<file path="src/rtl/input_memory_wrapper.sv">
// input_memory_wrapper: twin write-anywhere memories streamed out element by element on request
module input_memory_wrapper #(
    parameter int DATA_WIDTH   = 8,
    parameter int VECTOR_WIDTH = 4,
    parameter int DEPTH        = VECTOR_WIDTH * DATA_WIDTH,
    parameter int ADDR_WIDTH   = 5
) (
    input  logic                  clk,
    input  logic                  rst_n,
    input  logic                  write_en,
    input  logic [ADDR_WIDTH-1:0] write_addr,
    input  logic [DATA_WIDTH-1:0] data_a,
    input  logic [DATA_WIDTH-1:0] data_b,
    input  logic                  start_reading,
    output logic                  reading_done,
    output logic [DATA_WIDTH-1:0] mem1_output,
    output logic [DATA_WIDTH-1:0] mem2_output,
    output logic                  data_valid,
    output logic [2:0]            element_count
);
    typedef enum logic [1:0] {IDLE, READ, DONE} state_t;
    localparam logic [ADDR_WIDTH-1:0] LAST = ADDR_WIDTH'(VECTOR_WIDTH - 1);
    state_t state, next_state;
    logic [ADDR_WIDTH-1:0] idx;
    logic [DATA_WIDTH-1:0] mem1 [DEPTH];
    logic [DATA_WIDTH-1:0] mem2 [DEPTH];
    // state register; rst_n is active-high despite its name
    always_ff @(posedge clk)
        state <= rst_n ? IDLE : next_state;
    // sequencing: start only honoured from IDLE, DONE lasts a single cycle
    always_comb
        next_state = (state == IDLE) ? (start_reading ? READ : IDLE) :
                     (state == READ) ? ((idx == LAST) ? DONE : READ) : IDLE;
    // storage: writes accepted in every state; reads below see pre-write contents
    always_ff @(posedge clk)
        if (rst_n) begin
            for (int i = 0; i < DEPTH; i++) begin
                mem1[i] <= '0;
                mem2[i] <= '0;
            end
        end else if (write_en && 32'(write_addr) < DEPTH) begin
            mem1[write_addr] <= data_a;
            mem2[write_addr] <= data_b;
        end
    // read datapath and status flags; outputs hold when not streaming
    always_ff @(posedge clk)
        if (rst_n) begin
            idx           <= '0;
            reading_done  <= 1'b0;
            data_valid    <= 1'b0;
            element_count <= '0;
            mem1_output   <= '0;
            mem2_output   <= '0;
        end else if (state == IDLE) begin
            data_valid <= 1'b0;
            if (start_reading) begin
                idx           <= '0;
                reading_done  <= 1'b0;
                element_count <= '0;
            end
        end else if (state == READ) begin
            mem1_output   <= mem1[idx];
            mem2_output   <= mem2[idx];
            data_valid    <= 1'b1;
            element_count <= 3'(idx + ADDR_WIDTH'(1));
            idx           <= idx + ADDR_WIDTH'(1);
        end else begin
            data_valid   <= 1'b0;
            reading_done <= 1'b1;
        end
endmodule

</file>
<file path="config.mk">
export PLATFORM = sky130hd
export DESIGN_NAME = input_memory_wrapper
export DESIGN_NICKNAME = d
export VERILOG_FILES = /design/src/rtl/input_memory_wrapper.sv
export SDC_FILE = /design/constraint.sdc
export NUM_CORES = 1
export LEC_CHECK = 0
export ABC_CLOCK_PERIOD_IN_PS = 2400
export BUFFER_PORTS_ARGS = -buffer_cell sky130_fd_sc_hd__buf_2
export CORE_MARGIN = 4
export CORE_UTILIZATION = 38
export CTS_BUF_LIST = sky130_fd_sc_hd__clkbuf_16
export CTS_CLUSTER_SIZE = 28
export DETAILED_ROUTE_END_ITERATION = 12
export HOLD_SLACK_MARGIN = 0.02
export PLACE_DENSITY = 0.56
export SLEW_MARGIN = 40
export SYNTH_ARGS = -nofsm -noshare
export SYNTH_HDL_FRONTEND = slang
export SYNTH_SLANG_ARGS = --single-unit
export TNS_END_PERCENT = 1
</file>
<file path="constraint.sdc">
create_clock -name clk -period 2.4 [get_ports clk]
set_clock_uncertainty 0.05 [all_clocks]
set_input_delay 0.24 -clock clk [delete_from_list [all_inputs] [get_ports clk]]
set_output_delay 0.24 -clock clk [all_outputs]
set_load 0.02 [all_outputs]
</file>
Word level (Yosys, flattened, before mapping)
Memories as Yosys holds them, arrays and structs flattened. A register that Yosys moved wholly into a read port is not among the register bits. Index checks and enable logic that the tools add are counted.

Memories: 2. Register bits after elaboration: 12. Memory bits (writable): 512. Logic and storage cells: 46. Input bits: 25. Output and inout bits: 21.

Bitwise logic cells: 1. Add/sub/neg operators: 1. Equality and inequality tests: 4. Reduce and logical (&&, ||, !) cells: 8. Muxes and demuxes: 25.

Memory list: mem1 (depth 32, bits a word 8, read ports 1, clocked after Yosys merged registers in 1, wr ports 32, line 25) `logic [DATA_WIDTH-1:0] mem1 [DEPTH];`; mem2 (depth 32, bits a word 8, read ports 1, clocked after Yosys merged registers in 1, wr ports 32, line 26) `logic [DATA_WIDTH-1:0] mem2 [DEPTH];`.

Operators by type and width (count): 5-bit 2-to-1 mux (5); 8-bit 2-to-1 mux (2); 8-bit OR reduction (2); 1-bit 2-to-1 mux (12); 3-bit 2-to-1 mux (3); 2-bit 2-to-1 mux (3); 2-bit AND reduction (3); 5-bit by 1-bit adder with 5-bit output (second input constant) (1); 5-bit by 2-bit == test with 1-bit output (second input constant) (1); 2-bit inequality test (second input constant) (2); 2-bit by 1-bit == test with 1-bit output (second input constant) (1); 2-bit zero test (1); 2-bit nonzero test (1); 2-bit OR reduction (1); 1-bit inverter (1).

Depth between registers and ports, before layout
Word-level depth: 5. Gate-level depth with buffers: 10. Depth with buffers taken out: 5.

Least setup slack after synthesis
Ideal clock, no wire load.

Path type: reg-to-reg. Start point: reg element_count[0] (netlist name). End point: reg mem1_output[0] (read register of mem1). Library setup time: 0.137 ns. Path buffers: 2. Arrival time: 1.756 ns. Cell stages (with the launch flop): 7. Period minus slack after synthesis: 1.943 ns. Setup slack: 0.457 ns. Path through: dfxtp_1 > buf_4 > buf_2 > mux4_2 > mux2_2 > o211ai_1 > a211oi_1.

RTL lines: end: declaration (line 16) `output logic [DATA_WIDTH-1:0] mem1_output,`.

==> impl.org <==
** STA
- Max-slew headroom :: 0.439
- Dividing the final minimum period by the clock period gives 0.974.
- Number of hold violations in the final report :: 0
- For this run, the top clock speed supported by timing is 428 MHz.
- Final setup viols :: 0
- Final worst-path setup slack :: 63.4 ps
- Setup TNS :: 0 ps
- Setup repair after global routing left no endpoint under its margin.
- Worst hold-check slack :: 61.2 ps
- At the pin with the least slew margin, the transition time is 841 ps.
- Final period demand of the worst path :: 2340 ps
- The number of pins exceeding their max-slew limit in the final report was 0.

** Place
- Timing analysis after detailed placement gives a worst setup slack of 47.6 ps.
- Counting tap cells, the placed design contains a total of 2586 instances.
- Instance area after placement :: 0.0259 mm2
- Once detailed placement completed, the half-perimeter wirelength came to 42.9 mm.
- Routability-driven placement finished with a final weighted congestion of 0.876.
- Count of input and output buffers :: 45

** Critical path
- Traced cell by cell, the critical path runs through buf_12 > buf_4 > mux4_2 > mux2i_1 > a211o_1 > a211oi_1.
- On the critical path, the stage with the largest delay is an instance of sky130_fd_sc_hd__mux4_2.
- Delay of the slowest cell on the worst path :: 530 ps
- STA classifies the critical path endpoint as a flip-flop.
- The worst setup path is launched from a flip-flop.
- The critical path contains buffers and inverters numbering 2 combined.
- The setup path with the least slack is of type reg2reg.
- Data required time of the worst path :: 2810 ps
- Worst path top cell family by delay :: multiplexers
- Crit Path Max Fanout :: 27
- Data on the critical path arrives at its endpoint at 2750 ps.

** Global routing
- met2 is the most crowded layer.
- For this run, global-route usage on met2 was measured as 0.293.
- In the global route stage, overall resource usage came out at 0.191.
- The number of global-route vias before repair was 14229.
- Largest net degree at the start of global routing :: 58
- The total overflow left after global routing is 0.
- For this run, global-route usage on met1 was measured as 0.280.
- The first global-routing pass estimated 98.6 mm of wire.
- GR Layer Usage met3 :: 0.0333
- The number of antenna violations at the first check in global routing came to 4.

** Synthesis
- Register area share after synthesis :: 0.642
- Average size of a mapped cell :: 14.0 um2
- Commonest cells in the synthesized netlist :: 514 x sky130_fd_sc_hd__and2_1, 512 x sky130_fd_sc_hd__edfxtp_1, 157 x sky130_fd_sc_hd__mux2i_1, 113 x sky130_fd_sc_hd__clkbuf_1, 86 x sky130_fd_sc_hd__nor2_1
- The synthesized design contains 512 enable-type register cells.
- Library cell with the highest instance count after synthesis :: sky130_fd_sc_hd__and2_1
- In this run, synthesis produced a sequential element count of 537.
- Net count after synthesis :: 1788
- Synth top area cells :: sky130_fd_sc_hd__edfxtp_1 62%, sky130_fd_sc_hd__and2_1 13%, sky130_fd_sc_hd__mux2i_1 6.4%, sky130_fd_sc_hd__mux4_2 4.0%, sky130_fd_sc_hd__dfxtp_1 2.0%
- After synthesis, the netlist uses 39 different library cells.
- Commonest register cell after synthesis :: sky130_fd_sc_hd__edfxtp_1
- Cell type with the highest aggregate area in the netlist :: sky130_fd_sc_hd__edfxtp_1
- Count of mapped cells out of synthesis :: 1762
- After synthesis the cells add up to 0.0247 mm2.
- Post-synth top area share :: 0.622
- Synth warnings :: 0
- After synthesis, the share of flip-flops with an asynchronous set or reset is 0.

** Floorplan
- Row count :: 93
- Area of the core :: 0.0645 mm2
- Vertical die dimension :: 263 um
- Width of the die :: 263 um
- I/O pin total :: 46
- Initial core utilization :: 0.383
- The die covers 0.0692 mm2.

** Clock tree
- Number of clock buffers inserted by TritonCTS :: 59
- Counting every sink on the clock net gives 537.
- TritonCTS built the clock tree.
- At the later pin of the worst-skew pair, clock insertion delay measures 610 ps.
- CTS Buffer Depth :: 3
- The H-tree was split into 2 levels.
- CTS Hold Buffers Added :: 0
- Clk Tree Root Cell :: sky130_fd_sc_hd__clkbuf_16
- Register clock-pin slew on the reported worst setup and hold paths :: 60 ps

** Power
- For this design the ratio of total power to cell area is 752 mW/mm2.
- Leakage power of the design :: 9.62 nW
- Across the VDD grid, the largest voltage drop is 0.472 mV.

** Final layout
- Fraction of layout cells with a size suffix above 1 :: 0.176
- Registers take 0.0159 mm2.
- Counting the fill cells in the layout gives 5883.
- The multi-input combinational cells in the finished layout cover a total of 0.00811 mm2.
- Area of all placed cells without fillers :: 0.0277 mm2
- Excluding fillers, the count of instances in the completed layout stands at 2699.
- Area Overhead vs Synth :: 12.2%
- The final layout contains 1818 nets.

** Drt
- Average routed wire per standard cell :: 25.1 um
- Wires add up to 67.8 mm.
- Using the TritonRoute via totals, the vias-per-cell ratio works out to 5.32.
- Initial DRC Count :: 1393
- Remaining antenna violation count :: 0
- Overall via count from detail_route :: 14354
- Length of the first detailed-routing pass in iterations :: 5
- In the routed design, unresolved DRC markers number 0.

** Outcome
- The flow ran to the end, and the final reports show no timing, DRC or antenna violations.

** Worst hold path
- In this run the worst hold path is classified as in2reg.

** Flow run
- The tool flagged a number of max-cap violations equal to 0.
[flip-flops by register name (all words and copies together), names as in the netlist]
name	cells
element_count	2
mem1_output	8
mem1	256
mem2	256
reading_done	1
mem2_output	8
data_valid	1
state	2
idx	3
[cells in the final DEF, fill, tap and decap left out, types with 2 or more instances in the layout]
master and count:
sky130_fd_sc_hd__buf_4 71, sky130_fd_sc_hd__or3_1 2, sky130_fd_sc_hd__o22ai_1 22, sky130_fd_sc_hd__edfxtp_1 512
sky130_fd_sc_hd__o211ai_1 11, sky130_fd_sc_hd__dfxtp_1 22, sky130_fd_sc_hd__nor3_1 3, sky130_fd_sc_hd__nand3b_1 4
sky130_fd_sc_hd__a211o_1 11, sky130_fd_sc_hd__mux2i_1 156, sky130_fd_sc_hd__clkinv_1 14, sky130_fd_sc_hd__nor2b_1 4
sky130_fd_sc_hd__nand2b_1 7, sky130_fd_sc_hd__buf_12 6, sky130_fd_sc_hd__buf_2 44, sky130_fd_sc_hd__inv_1 21
sky130_fd_sc_hd__a211oi_2 5, sky130_fd_sc_hd__or2_2 34, sky130_fd_sc_hd__nand2_1 7, sky130_fd_sc_hd__a22o_1 11
sky130_fd_sc_hd__mux4_2 44, sky130_fd_sc_hd__clkinv_2 10, sky130_fd_sc_hd__nor4_1 11, sky130_fd_sc_hd__mux2_2 35
sky130_fd_sc_hd__a211oi_1 11, sky130_fd_sc_hd__a21oi_1 23, sky130_fd_sc_hd__a22oi_1 43, sky130_fd_sc_hd__diode_2 3
sky130_fd_sc_hd__o21ai_1 10, sky130_fd_sc_hd__or4_1 5, sky130_fd_sc_hd__nand3_1 3, sky130_fd_sc_hd__dfxtp_4 2
sky130_fd_sc_hd__and2_1 514, sky130_fd_sc_hd__nor2_1 85, sky130_fd_sc_hd__clkbuf_16 62, sky130_fd_sc_hd__or3b_2 3
[kinds of logic after synthesis]
logic type | Yosys count | share of synthesized area
buffers and inverters | 153 | 0.0298
muxes | 236 | 0.120
adders and majority gates | 1 | 0.000506
AOI/OAI and AO/OA | 150 | 0.0432
and+or+nand+nor | 685 | 0.164
DFF | 537 | 0.642
[final cells by class]
class                   instances  share of cell area
multi-input cells            1072               0.292
diodes                          3            0.000271
clock inverters                48             0.00826
repair buffers                122              0.0319
well taps                     855              0.0386
clock buffers                  62              0.0559
flip-flops and latches        537               0.573
[final timing paths]
kind	to	from	depth (start not counted)	slack [ps]
max	mem1_output[1]	element_count[0]	6	60
min	mem1[21][3]	data_a[3]	2	60
max reg2reg	mem1_output[1]	element_count[0]	6	60
min reg2reg	mem1_output[4]	mem1_output[4]	2	520
[what timing repair did]
action                     CTS  global route
buffers inserted             0             0
gates resized for setup      0             2
setup endpoints to repair    0             4
[metal layers]
metal	vias to the layer above	part of all wire
met3	86	0.061
li1	6460	-
met1	7387	0.46
met5	-	0
met2	421	0.46
met4	0	0.028
[power breakdown]
part           internal, mW  switching [mW]  total (mW)  leakage, nW
logic                 0.519           0.976        1.49         3.58
registers              10.8           0.184        10.9         5.08
clock network          4.72            3.70        8.42        0.960
total                  16.0            4.86        20.9         9.62
[through the flow]
step           total power, mW   util
3_5_place_dp              12.6  0.402
4_1_cts                   21.0  0.430
6_report                  20.9  0.430
2_1_floorplan             12.0      -
5_1_grt                   21.5  0.430
3_3_place_gp              12.6  0.402
(Power assumes the default switching activity.)
